--- config.mk ---
export PLATFORM = sky130hd
export DESIGN_NAME = uart_tx_mmio
export DESIGN_NICKNAME = d
export VERILOG_FILES = /design/src/rtl/uart_tx_mmio.sv
export SDC_FILE = /design/constraint.sdc
export NUM_CORES = 1
export LEC_CHECK = 0
export CAP_MARGIN = 0
export CORE_MARGIN = 2
export CORE_UTILIZATION = 57
export DETAILED_ROUTE_END_ITERATION = 8
export GPL_TIMING_DRIVEN = 0
export HOLD_SLACK_MARGIN = 0.05
export PLACE_DENSITY_LB_ADDON = 0.25
export SLEW_MARGIN = 15
export SYNTH_ARGS = -nofsm -noshare
export SYNTH_HDL_FRONTEND = slang
export SYNTH_SLANG_ARGS = --single-unit
--- constraint.sdc ---
create_clock -name clock -period 4.6 [get_ports clock]
set_input_delay 0.92 -clock clock [delete_from_list [all_inputs] [get_ports clock]]
set_output_delay 0.92 -clock clock [all_outputs]
set_load 0.01 [all_outputs]
--- src/rtl/uart_tx_mmio.sv ---
// rtl/uart_tx_mmio.sv - memory-mapped 8N1 UART transmitter with byte FIFO
module uart_tx_mmio #(
   parameter int CLK_DIV    = 217,
   parameter int FIFO_DEPTH = 8
) (
   input  logic        clock,
   input  logic        reset,
   input  logic        wr_en,
   input  logic [3:0]  wr_addr,
   input  logic [31:0] wr_data,
   input  logic        rd_en,
   input  logic [3:0]  rd_addr,
   output logic [31:0] rd_data,
   output logic        uart_txd,
   output logic        irq
);

   localparam int PW = $clog2(FIFO_DEPTH);
   localparam int CW = PW + 1;
   localparam int BW = $clog2(CLK_DIV);
   localparam logic [BW-1:0] BAUD_RELOAD = BW'(CLK_DIV - 1);
   localparam logic [CW-1:0] DEPTH_C     = CW'(FIFO_DEPTH);

   typedef enum logic [1:0] {IDLE, START, DATA, STOP} state_t;

   logic [7:0]    mem [FIFO_DEPTH];
   logic [PW-1:0] wptr, rptr;
   logic [CW-1:0] count;
   logic          overflow, irq_en;

   state_t        state, state_n;
   logic [BW-1:0] baud, baud_n;
   logic [7:0]    shift, shift_n;
   logic [2:0]    bit_idx, bit_idx_n;
   logic          txd_n, pop;

   logic          push_req, push_ok, full, empty, busy;
   logic [4:0]    cnt_ext;
   logic [31:0]   status_word, rd_mux;
   logic          unused_bits;

   assign push_req = wr_en && (wr_addr == 4'h0);
   assign push_ok  = push_req && (count < DEPTH_C);
   assign full     = (count == DEPTH_C);
   assign empty    = (count == '0);
   assign busy     = (state != IDLE);
   assign cnt_ext  = 5'(count);
   assign status_word = {24'b0, cnt_ext[3:0], overflow, busy, empty, full};
   assign unused_bits = ^{wr_data[31:8], cnt_ext[4]};

   always_comb begin
      rd_mux = 32'b0;
      case (rd_addr)
         4'h4:    rd_mux = status_word;
         4'h8:    rd_mux = {31'b0, irq_en};
         default: rd_mux = 32'b0;
      endcase
   end

   // Each bit ends when the counter reaches zero; the counter reloads on that same cycle.
   always_comb begin
      state_n   = state;
      baud_n    = baud;
      shift_n   = shift;
      bit_idx_n = bit_idx;
      pop       = 1'b0;
      txd_n     = 1'b1;
      case (state)
         IDLE: begin
            if (!empty) begin
               pop     = 1'b1;
               shift_n = mem[rptr];
               baud_n  = BAUD_RELOAD;
               state_n = START;
            end
         end
         START: begin
            if (baud == '0) begin
               baud_n    = BAUD_RELOAD;
               bit_idx_n = 3'd0;
               state_n   = DATA;
            end else begin
               baud_n = baud - 1'b1;
            end
         end
         DATA: begin
            if (baud == '0) begin
               baud_n    = BAUD_RELOAD;
               shift_n   = {1'b0, shift[7:1]};
               bit_idx_n = bit_idx + 1'b1;
               if (bit_idx == 3'd7) state_n = STOP;
            end else begin
               baud_n = baud - 1'b1;
            end
         end
         STOP: begin
            if (baud == '0) begin
               baud_n  = BAUD_RELOAD;
               state_n = IDLE;
            end else begin
               baud_n = baud - 1'b1;
            end
         end
         default: state_n = IDLE;
      endcase
      case (state_n)
         START:   txd_n = 1'b0;
         DATA:    txd_n = shift_n[0];
         default: txd_n = 1'b1;
      endcase
   end

   always_ff @(posedge clock) begin
      if (push_ok) mem[wptr] <= wr_data[7:0];
   end

   always_ff @(posedge clock) begin
      if (reset) begin
         state    <= IDLE;
         baud     <= '0;
         shift    <= 8'h00;
         bit_idx  <= 3'd0;
         uart_txd <= 1'b1;
         irq      <= 1'b0;
         wptr     <= '0;
         rptr     <= '0;
         count    <= '0;
         overflow <= 1'b0;
         irq_en   <= 1'b0;
         rd_data  <= 32'b0;
      end else begin
         state    <= state_n;
         baud     <= baud_n;
         shift    <= shift_n;
         bit_idx  <= bit_idx_n;
         uart_txd <= txd_n;
         irq      <= irq_en & empty & ~busy;
         if (push_ok) wptr <= wptr + 1'b1;
         if (pop)     rptr <= rptr + 1'b1;
         case ({push_ok, pop})
            2'b10:   count <= count + 1'b1;
            2'b01:   count <= count - 1'b1;
            default: count <= count;
         endcase
         if (push_req && !push_ok)
            overflow <= 1'b1;
         else if (wr_en && (wr_addr == 4'h4) && wr_data[3])
            overflow <= 1'b0;
         if (wr_en && (wr_addr == 4'h8))
            irq_en <= wr_data[0];
         if (rd_en)
            rd_data <= rd_mux;
      end
   end

endmodule

# --- Yosys cells after proc, flatten, opt, wreduce, memory -nomap -nowiden ---
# Memories as Yosys holds them, arrays and structs flattened. A register that Yosys moved wholly into a read port is not among the register bits.
# Index checks and enable logic that the tools add are counted.
# W data, S select, Z words.
totals:
  mem_count: 1
  latch_bits: 0
  romBits: 0
  inputBits: 44
  register_bits: 67
  out_inout_bits: 34
  ram_bits: 64
mem_list:
  columns: ["name", "words", "word_bits", "read_ports", "rd_ports_with_merged_regs", "wr", "line", "text"]
  rows:
  - ["mem", 8, 8, 1, 1, 1, "26", "logic [7:0] mem [FIFO_DEPTH];"]
classes:
  mul: 0
  order_cmp: 1
  shift: 0
  n_reduce_logical: 19
  add_sub_neg: 6
  div: 0
  n_bitwise: 3
  eq_ne: 16
  n_mux: 26
ops:
  columns: ["op", "count"]
  rows:
  - ["$pmux W8 S2", 3]
  - ["$mux W8", 4]
  - ["$eq A4 B4 Y1 const B", 3]
  - ["$mux W3", 4]
  - ["$mux W2", 5]
  - ["$reduce_bool A2 Y1", 5]
  - ["$add A3 B1 Y3 const B", 3]
  - ["$eq A2 B2 Y1 const B", 4]
  - ["$eq A4 B3 Y1 const B", 2]
  - ["$logic_not A4 Y1", 2]
  - ["$logic_not A8 Y1", 1]
  - ["$pmux W2 S4", 1]
  - ["$pmux W4 S2", 1]
  - ["$sub A8 B1 Y8 const B", 1]
  - ["$eq A2 B1 Y1 const B", 3]
  - ["$logic_and A1 B1 Y1", 6]
  - ["$mux W1", 6]
  - ["$ne A2 B2 Y1 const B", 3]
  - ["$pmux W3 S2", 1]
  - ["$reduce_and A3 Y1", 2]
  - ["$add A4 B1 Y4 const B", 1]
  - ["$lt A4 B4 Y1 const B", 1]
  - ["$sub A4 B1 Y4 const B", 1]
  - ["$eq A3 B3 Y1 const B", 1]
  - ["6 further kinds", 7]

# --- Longest topological paths before layout ---
depth:
  ltp_word: 6
  ltp_mapped: 11

# --- Worst setup path after synthesis ---
# No wires, ideal clock.
synth_path:
  path_type: "in2reg"
  startpoint: "input port wr_addr[1]"
  endpoint: "memory mem[0][0] (enable)"
  arrival_ns: 2.392
  path_slack_ns: 1.825
  required_ns: 4.217
  stages: 4
  cell_sequence: "nor3b_1 > nand2_1 > or2_2 > nor3_1"
synth_via:
  elab_chain_cells: 5
synth_lines:
  columns: ["item", "line", "text"]
  rows:
  - ["start: declaration", "9", "input logic [3:0] wr_addr,"]
  - ["$logic_not A4 Y1", "42", "assign push_req = wr_en && (wr_addr == 4'h0);"]
  - ["$logic_and A1 B1 Y1", "42", null]
  - ["$logic_and A1 B1 Y1", "43", "assign push_ok = push_req && (count < DEPTH_C);"]
  - ["$mux W1", "114", "if (push_ok) mem[wptr] <= wr_data[7:0];"]
  - ["$mux W1 (implied by the code)", "114", null]
  - ["end: declaration", "26", null]
# Every way passes these cells.

# --- Final worst setup path ---
layout_path:
  startpoint: "input port wr_en"
  endpoint: "memory mem[4][0] (enable)"
layout_via:
  elab_chain_cells: 4
layout_lines:
  columns: ["item", "line", "text"]
  rows:
  - ["start: declaration", "8", "input logic wr_en,"]
  - ["$logic_and A1 B1 Y1", "42", null]
  - ["$logic_and A1 B1 Y1", "43", null]
  - ["$mux W1", "114", null]
  - ["$mux W1 (implied by the code)", "114", null]
# Every way passes these cells.

==> results.sh <==
export IMPL_status="completed"
export IMPL_maxCapViolCount=0
export IMPL_slew_headroom=0.4078
export IMPL_rrSetupSlack_ns=1.65
export IMPL_yosysUniqueCellTypes=53
export IMPL_grt_ovfl_total=0
export IMPL_die_area_um2=9163
export IMPL_synth_edff_count=64
export IMPL_finalSetupTns_ns=0
export IMPL_placement_io_buffers=28
export IMPL_crit_fanout=8
export IMPL_h_tree_depth=3
export IMPL_r2r_start="state[0]$_SDFF_PP0_"
export IMPL_firstDrtPassIters=4
export IMPL_cp_endpoint="mem[4][0]$_DFFE_PP_"
export IMPL_required_ns=4.58
export IMPL_p_per_area_nw_per_um2=487.2
export IMPL_async_reset_ff_frac=0
export IMPL_routabilityCongestion=0.8238
export IMPL_fin_nets=491
export IMPL_grt_max_degree=23
export IMPL_routedWlPerCell_um=15.90
export IMPL_cts_tree="yes"
export IMPL_nFillCells=600
export IMPL_post_route_drc_count=0
export IMPL_area_growth_pct=14.98
export IMPL_synth_seq_cells=110
export IMPL_placed_cells=533
export IMPL_antenna_cells=0
export IMPL_routed_wl_mm=8.731
export IMPL_rsz0062_at_grt="false"
export IMPL_die_h_um=95.73
export IMPL_drive_above_1_share=0.1779
export IMPL_max_vdd_ir_drop_mv=0.2554
export IMPL_synthFlopType="edfxtp_1"
export IMPL_cts_root_buf="clkbuf_8"
export IMPL_core_area_um2=8175
export IMPL_cts_max_path_buffers=2
export IMPL_worstSkewPairLatency_ns=0.36
export IMPL_synth_seq_area_share=0.5927
export IMPL_cts_buffers=9
export IMPL_max_freq_ghz=0.3179
export IMPL_grt_pass1_wl_mm=14.25
export IMPL_hp_class="register to register"
export IMPL_reg2reg_to="count[2]$_SDFFE_PP0P_"
export IMPL_finalCriticalPeriod_ns=3.146
export IMPL_synth_commonest_cells="edfxtp_1 (64), dfxtp_1 (46), nor2_1 (30)"
export IMPL_crit_arrival_ns=3.13
export IMPL_yosys_area_top_type="edfxtp_1"
export IMPL_grt_pass1_vias=2782
export IMPL_ant_nets=0
export IMPL_chipWidth_um=95.73
export IMPL_slew_violations=0
export IMPL_tightest_slew_ns=0.8851
export IMPL_cts_hold_buf=0
export IMPL_drt_initial_drc_count=137
export IMPL_syn_instance_count=377
export IMPL_finClkSkew_ns=0.02021
export IMPL_yosysWarnings=0
export IMPL_antenna_found_initial=0
export IMPL_path_class="input port to register"
export IMPL_p_leak_uw=0.001924
export IMPL_crit_path_start="wr_en"
export IMPL_track_usage=0.2065
export IMPL_synth_area_leaders="edfxtp_1 (40%), dfxtp_1 (19%), mux4_2 (7.5%), buf_4 (3.8%), a21oi_1 (2.7%)"
export IMPL_synth_top_area_share=0.4007
export IMPL_hpwlAfterDp_mm=6.247
export IMPL_ios=78
export IMPL_cts_resized_gates=0
export IMPL_row_count=33
export IMPL_cts_setup_buffers=0
export IMPL_path_clk_slew_ns=0.12
export IMPL_syn_area_per_cell_um2=12.72
export IMPL_final_core_util=0.6745
export IMPL_syn_area_um2=4796
export IMPL_via_per_inst=5.543
export IMPL_final_instance_count_excl_fill=549
export IMPL_fin_crit_sh=0.6839
export IMPL_cts_sinks=110
export IMPL_whs_ns=0.4788
export IMPL_synthMostInstantiatedCell="edfxtp_1"
export IMPL_reg2reg_depth=11
export IMPL_vias=3043
export IMPL_setup_viol=0
export IMPL_crit_path_end_kind="register"
export IMPL_finalHoldViolations=0
export IMPL_startpoint_type="input port"
export IMPL_start_util=0.5866
-- worst min-delay path by stage --
stage / startpoint / end / slack [ns] / cells after the start
global route: rd_data[5]$_SDFFE_PP0P_ / rd_data[5]$_SDFFE_PP0P_ / 0.51 / 2
global placement: rd_data[4]$_SDFFE_PP0P_ / rd_data[4]$_SDFFE_PP0P_ / 0.46 / 2
floorplan: baud[7]$_SDFFE_PP0P_ / baud[7]$_SDFFE_PP0P_ / 0.46 / 2
CTS: rd_data[1]$_SDFFE_PP0P_ / rd_data[1]$_SDFFE_PP0P_ / 0.48 / 2
detailed placement: rd_data[1]$_SDFFE_PP0P_ / rd_data[1]$_SDFFE_PP0P_ / 0.46 / 2
finish: rd_data[5]$_SDFFE_PP0P_ / rd_data[5]$_SDFFE_PP0P_ / 0.48 / 2
-- routing by layer --
metal / share of wire / GRT usage
met1: 0.48 / 0.2983
met2: 0.48 / 0.3304
met3: 0.038 / 0.03681
met4: 0.0077 / 0.04881
met5: 0 / 0
-- sequential cells by signal, summed over array words and instances, names as in the netlist, 2 cells and up, named ones only --
| name | count |
|---|---|
| bit_idx | 3 |
| rd_data | 8 |
| baud | 8 |
| mem | 64 |
| wptr | 3 |
| rptr | 3 |
| count | 4 |
| shift | 8 |
| state | 2 |
-- cell usage in the layout, fill, tap and decap left out, drive strengths merged, types with 2 or more instances in the layout --
cell type / instances
dfxtp: 46
mux4: 16
nor4: 6
o21ai: 6
clkbuf: 20
ha: 8
nand2b: 10
a211oi: 6
nor2: 31
nor3b: 4
nor2b: 3
nor4b: 2
edfxtp: 64
conb: 24
a22oi: 6
o41ai: 2
nand2: 22
clkdlybuf4s50: 28
nand3: 14
nor3: 12
mux2i: 4
a311oi: 2
o32a: 2
mux2: 8
xor2: 6
a32oi: 2
clkinv: 5
or3b: 2
a21oi: 26
a31oi: 3
or4: 2
buf: 32
or2: 2
inv: 7
-- report_power, final --
part           leakage [µW]  switching, µW  internal [µW]
Combinational      0.000870            515            386
Clock              0.000104            350            218
Sequential         0.000950           80.2           1140
Total               0.00192            945           1740
-- metrics by stage --
| step | power, µW | worst slack, ns | cell area [µm²] |
|---|---|---|---|
| 5_1_grt | 2852 | 1.267 | 5514 |
| 2_1_floorplan | 1926 | 1.825 | 4882 |
| 3_3_place_gp | 2111 | 0.7582 | 5294 |
| 3_5_place_dp | 2134 | 1.121 | 5304 |
| 4_1_cts | 2701 | 1.496 | 5514 |
| 6_report | 2686 | 1.454 | 5514 |
-- critical path, stage by stage --
cell and delay (ns):
clkdlybuf4s50_1 0.46, nor3b_1 0.41, nand2_1 0.27, or2_2 0.39
nor2_1 0.67
-- cell type report --
type	count	area [µm²]	area share
buffer	43	265.3	0.04811
clock buffer	9	123.9	0.02246
clock inverter	7	86.33	0.01566
inverter	5	18.77	0.003404
multi-input combinational	242	1765	0.3202
sequential	110	2843	0.5155
tap	105	131.4	0.02383
timing repair buffer	28	280.3	0.05083
-- kinds of logic (layout without fill, tap and decap cells) --
family | Yosys count | count (layout) | share of synthesized area
AOI/OAI and AO/OA | 62 | 62 | 0.08532
other | 1 | 24 | 0.0007819
and+or+nand+nor | 113 | 113 | 0.1260
xor gates and xnor gates | 7 | 7 | 0.01278
buffers and inverters | 48 | 92 | 0.05922
muxes | 28 | 28 | 0.1023
DFF | 110 | 110 | 0.5927
adders and majority gates | 8 | 8 | 0.02087
No activity file was read; power rests on OpenSTA's default activity.
